==> src/rtl/sw_cmd_pkg.sv <==
// Shared types and timing constants for the slide-switch command conditioner.
// Simulation-scale values keep benches short without touching the RTL.
package sw_cmd_pkg;

    typedef enum logic [1:0] {
        IDLE,
        DELAY,
        REPEAT,
        LOCKED
    } state_t;

    typedef enum logic {
        DIR_INC,
        DIR_DEC
    } dir_t;

    localparam int DEF_DEBOUNCE_CYCLES = 500000;
    localparam int DEF_REPEAT_DELAY    = 25000000;
    localparam int DEF_REPEAT_PERIOD   = 5000000;

    localparam int SIM_DEBOUNCE_CYCLES = 4;
    localparam int SIM_REPEAT_DELAY    = 20;
    localparam int SIM_REPEAT_PERIOD   = 8;

    function automatic int cnt_w(input int n);
        return (n > 1) ? $clog2(n) : 1;
    endfunction

endpackage

==> src/rtl/sw_debounce.sv <==
// Two-flop synchroniser followed by a mismatch-run debounce counter.
// The stable level flips only after DEBOUNCE_CYCLES consecutive mismatches.
module sw_debounce
    import sw_cmd_pkg::*;
#(
    parameter int DEBOUNCE_CYCLES = DEF_DEBOUNCE_CYCLES
) (
    input  logic clk,
    input  logic rst_n,
    input  logic raw,
    output logic stable
);

    localparam int CW = cnt_w(DEBOUNCE_CYCLES);
    localparam logic [CW-1:0] CNT_END = CW'(DEBOUNCE_CYCLES - 1);

    logic          s1;
    logic          s2;
    logic [CW-1:0] cnt;

    always_ff @(posedge clk or negedge rst_n) begin
        if (!rst_n) begin
            s1     <= 1'b0;
            s2     <= 1'b0;
            cnt    <= '0;
            stable <= 1'b0;
        end else begin
            s1 <= raw;
            s2 <= s1;
            if (s2 == stable) begin
                cnt <= '0;
            end else if (cnt == CNT_END) begin
                stable <= s2;
                cnt    <= '0;
            end else begin
                cnt <= cnt + 1'b1;
            end
        end
    end

endmodule

==> src/rtl/sw_cmd_conditioner.sv <==
// Debounced switch levels plus inc/dec command pulses with auto-repeat.
// Commands are armed only when enable was already high before the key rose.
module sw_cmd_conditioner
    import sw_cmd_pkg::*;
#(
    parameter int DEBOUNCE_CYCLES = DEF_DEBOUNCE_CYCLES,
    parameter int REPEAT_DELAY    = DEF_REPEAT_DELAY,
    parameter int REPEAT_PERIOD   = DEF_REPEAT_PERIOD
) (
    input  logic       clk,
    input  logic       rst_n,
    input  logic [2:0] SW,
    output logic [2:0] sw_stable,
    output logic       en,
    output logic       inc_pulse,
    output logic       dec_pulse
);

    localparam int TMAX = (REPEAT_DELAY > REPEAT_PERIOD) ?
                          REPEAT_DELAY : REPEAT_PERIOD;
    localparam int TW = cnt_w(TMAX);
    localparam logic [TW-1:0] DLY_END = TW'(REPEAT_DELAY - 1);
    localparam logic [TW-1:0] PER_END = TW'(REPEAT_PERIOD - 1);

    for (genvar i = 0; i < 3; i++) begin : g_db
        sw_debounce #(
            .DEBOUNCE_CYCLES(DEBOUNCE_CYCLES)
        ) u_db (
            .clk   (clk),
            .rst_n (rst_n),
            .raw   (SW[i]),
            .stable(sw_stable[i])
        );
    end

    logic [2:0]    stable_q;
    logic [2:0]    rise;
    state_t        state, state_d;
    dir_t          dir, dir_d;
    logic [TW-1:0] timer, timer_d;
    logic [TW-1:0] t_end;
    logic          inc_d, dec_d;
    logic          held, other, any_key, armed;

    assign rise    = sw_stable & ~stable_q;
    assign held    = (dir == DIR_INC) ? sw_stable[1] : sw_stable[2];
    assign other   = (dir == DIR_INC) ? sw_stable[2] : sw_stable[1];
    assign any_key = sw_stable[1] | sw_stable[2];
    // A key and enable rising together (e.g. after reset) must not fire
    assign armed   = sw_stable[0] & stable_q[0];
    assign t_end   = (state == DELAY) ? DLY_END : PER_END;

    always_ff @(posedge clk or negedge rst_n) begin
        if (!rst_n) begin
            stable_q  <= '0;
            state     <= IDLE;
            dir       <= DIR_INC;
            timer     <= '0;
            inc_pulse <= 1'b0;
            dec_pulse <= 1'b0;
        end else begin
            stable_q  <= sw_stable;
            state     <= state_d;
            dir       <= dir_d;
            timer     <= timer_d;
            inc_pulse <= inc_d;
            dec_pulse <= dec_d;
        end
    end

    always_comb begin
        state_d = state;
        dir_d   = dir;
        timer_d = timer;
        inc_d   = 1'b0;
        dec_d   = 1'b0;
        unique case (state)
            IDLE: begin
                if (armed) begin
                    if (rise[1] && rise[2]) begin
                        state_d = LOCKED;
                    end else if (rise[1]) begin
                        inc_d   = 1'b1;
                        dir_d   = DIR_INC;
                        timer_d = '0;
                        state_d = DELAY;
                    end else if (rise[2]) begin
                        dec_d   = 1'b1;
                        dir_d   = DIR_DEC;
                        timer_d = '0;
                        state_d = DELAY;
                    end
                end
            end
            DELAY, REPEAT: begin
                if (!sw_stable[0]) begin
                    state_d = any_key ? LOCKED : IDLE;
                end else if (!held) begin
                    state_d = IDLE;
                end else if (other) begin
                    state_d = LOCKED;
                end else if (timer == t_end) begin
                    inc_d   = (dir == DIR_INC);
                    dec_d   = (dir == DIR_DEC);
                    timer_d = '0;
                    state_d = REPEAT;
                end else begin
                    timer_d = timer + 1'b1;
                end
            end
            LOCKED: begin
                if (!any_key) state_d = IDLE;
            end
        endcase
    end

    always_comb begin
        en = sw_stable[0];
    end

endmodule

==> config.mk <==
export PLATFORM = sky130hd
export DESIGN_NAME = sw_cmd_conditioner
export DESIGN_NICKNAME = d
export VERILOG_FILES = /design/src/rtl/sw_cmd_pkg.sv /design/src/rtl/sw_debounce.sv /design/src/rtl/sw_cmd_conditioner.sv
export SDC_FILE = /design/constraint.sdc
export NUM_CORES = 1
export LEC_CHECK = 0
export BUFFER_PORTS_ARGS = -buffer_cell sky130_fd_sc_hd__buf_2
export CAP_MARGIN = 10
export CORE_MARGIN = 5
export CORE_UTILIZATION = 30
export CTS_BUF_LIST = sky130_fd_sc_hd__clkbuf_2
export DETAILED_ROUTE_END_ITERATION = 7
export GPL_ROUTABILITY_DRIVEN = 0
export SKIP_CTS_REPAIR_TIMING = 1
export SYNTH_ARGS = -nofsm -noshare
export SYNTH_HDL_FRONTEND = slang
export SYNTH_SLANG_ARGS = --single-unit
==> constraint.sdc <==
create_clock -name clk -period 2.3 [get_ports clk]
set_input_delay 0.23 -clock clk [delete_from_list [all_inputs] [get_ports clk]]
set_output_delay 0.23 -clock clk [all_outputs]
set_load 0.005 [all_outputs]
==> flow_summary.ini <==
[status]
status = finished with violations
violations = setup timing

[layout]
area_growth_pct = 16.1
fin_cells = 792
layout_commonest_cell = dfrtp_1
final_area_um2 = 5800
nFillCells = 1715
final_cell_mix = dfrtp_1 (99), nor2_1 (82), nand2_1 (54)
final_nets = 582
drive_above_1_share_pct = 16.5

[logic_synthesis]
ys_seq_area_share_pct = 49.6
post_synth.cell_area_avg_um2 = 9.45
synthArstFlopShare_pct = 100
syn_area_um2 = 5000
synth_edf_count = 0
synth-seq-cells = 99
ys_types = 46
yosysWarningCount = 0
synthesis.nets = 545
syn_inst = 529
ys.flop_type = dfrtp_1

[detailed_routing]
drt-pass1-iter-count = 6
post_drt_wl_per_cell_um = 12.6
viasPerCell = 4.86
vias = 3849
drt_iter0_drc = 226
drc = 0
drt_wl_total_um = 9970
drtAntennaViolNets = 0

[power_and_ir_drop]
internal_power_mw = 1.95
power.net_switching_mw = 0.708
switching_share_pct = 26.6
comb_power_share_pct = 3.6
p_per_area_nw_per_um2 = 459
pwr-share-clk_pct = 29.6
leakage_nw = 2.37
seqPwrFrac_pct = 66.8
vdd_drop_max_uv = 287

[hold_path]
min_path_type = primary input to flip-flop
min_path_cells = 2

[clocking]
clk_latency_ns = 0.62
htree_levels = 3
cts_root_buffer = clkbuf_2
cts_tree = yes
cts.sinks = 99
path_clk_slew_ns = 0.31
cts_buffers = 9
cts_buffer_depth = 2

[timing]
hold_violations = 0
fin_crit_ns = 2.40
skew_ns = 0.0483
setup_viol = 17
worst_pin_slew_ns = 0.940
hold-worst-slack_ns = 0.264
drv_slew = 0
rsz0062_at_grt = true
period_share_pct = 104
slew_headroom_pct = 37.1
final.setup.worst_slack_ns = -0.0987
fmaxAchievable_mhz = 417

[worst_setup_path]
r2r_setup_slack_ns = -0.1
crit_type = flip-flop to flip-flop
critPathCaptureType = flip-flop
crit_path_max_fanout = 7
cp-start-kind = flip-flop
r2r_cells = 8
crit_arrival_ns = 2.95
required_ns = 2.86

[global_route]
grt_first_pass_wirelength_um = 17700
overflow = 0
grt_pass1_vias = 3828
antenna_found_initial = 1
track_usage_pct = 10.9
grt_max_degree = 48

[placed_design]
hpwl_um = 6860
post-place-cells = 764
place_ws_ns = -0.0928
place_area_um2 = 5450
portBuffers = 10

[job]
cap_viol_max_count = 0

[floorplanning]
initial_core_util_pct = 30.3
die_width_um = 139
ios = 11
die_area_um2 = 19300
die_y_um = 139
coreArea_um2 = 16500
rows = 47
## power by group through the flow
stage               registers [mW]  logic [mW]  clock network (mW)
CTS                           1.78      0.0909               0.845
detailed placement            1.81      0.0903                   0
global route                  1.78       0.113               0.915
finish                        1.78      0.0949               0.788
floorplan                     1.80      0.0385                   0
global placement              1.81      0.0869                   0
## per-layer routing
metal  global-route usage [%]  part of all wire (%)  vias to the layer above  wire (um)
li1                         -                     -                     1902          -
met1                     14.2                    47                     1854       4710
met2                     16.9                    47                       74       4720
met3                     3.41                   3.7                       19        372
met4                     4.12                   1.6                        0        164
met5                        0                     0                        -          0
## cell families (layout without fill, tap and decap cells)
kind of cell               Yosys count  count (layout)  share of synthesized area (%)
muxes                                5               5                           1.05
DFF                                 99              99                           49.6
buffers and inverters               39              80                           3.61
other                                0               1                              0
adders and majority gates           12              12                           2.95
xor gates and xnor gates            58              58                           10.2
AOI/OAI and AO/OA                   47              47                           5.88
and+or+nand+nor                    269             270                           26.8
## flip-flops by register name, summed over array words and instances (netlist names)
signal	count
inc_pulse	1
g_db.u_db.s2	3
timer	25
g_db.u_db.s1	3
dir	1
g_db.u_db.stable	3
dec_pulse	1
stable_q	3
state	2
g_db.u_db.cnt	57
## synth_stat cells, types with 3 or more instances
cell type	count	share of area, %
dfrtp_1	99	50
nor2_1	82	6.2
nand2_1	56	4.2
xor2_1	40	7.0
nand3_1	31	3.1
nand4_1	30	3.8
inv_1	19	1.4
xnor2_1	18	3.2
a21oi_1	17	1.7
o21ai_0	15	1.5
or3_1	13	1.6
clkbuf_1	11	0.83
ha_1	11	2.8
nor4_1	11	1.4
nor3_1	10	1.0
or2_2	6	0.75
and3_1	5	0.63
buf_4	4	0.60
nand2b_1	4	0.50
a31oi_1	3	0.38
and2_1	3	0.38
and4_1	3	0.53
buf_2	3	0.30
mux2i_1	3	0.60
nor4b_1	3	0.53
o211ai_1	3	0.45
## metrics by stage
step                power [mW]  setup TNS [ns]  utilization (%)
CTS                       2.72           -1.71             33.8
finish                    2.66          -0.755             35.2
detailed placement        1.90          -0.661             33.1
floorplan                 1.84          -0.158                -
global placement          1.89          -0.151             33.1
global route              2.81           -2.80             35.2
## worst max-delay path: stages, from the launching register on
cell      delay (ns)
dfrtp_1         0.44
nand2b_4        0.15
ha_2            0.17
or4bb_4         0.52
a32oi_4         0.26
buf_6           0.18
nand2_4         0.06
or4b_1          0.46
nand3_1         0.08
## area by class of cell
class | count | area [um2] | share of cell area [%]
diodes | 1 | 2.50 | 0.0431
clock buffers | 9 | 45.0 | 0.776
clock inverters | 7 | 62.6 | 1.08
inverters | 19 | 73.8 | 1.27
multi-input cells | 392 | 2500 | 43.2
flip-flops and latches | 99 | 2480 | 42.7
well taps | 220 | 275 | 4.74
repair buffers | 45 | 362 | 6.23
## path summary, 6_finish.rpt
path | from | end
worst max-delay path | stable_q[2]$_DFF_PN0_ | timer[9]$_DFFE_PN0P_
worst min-delay path | SW[2] | g_db[2].u_db.s1$_DFF_PN0_
worst max register to register | stable_q[2]$_DFF_PN0_ | timer[9]$_DFFE_PN0P_
worst min register to register | g_db[0].u_db.s1$_DFF_PN0_ | g_db[0].u_db.s2$_DFF_PN0_
max in group asynchronous | rst_n | g_db[2].u_db.cnt[5]$_DFF_PN0_
min in group asynchronous | rst_n | timer[4]$_DFFE_PN0P_
(Power assumes the default switching activity.)
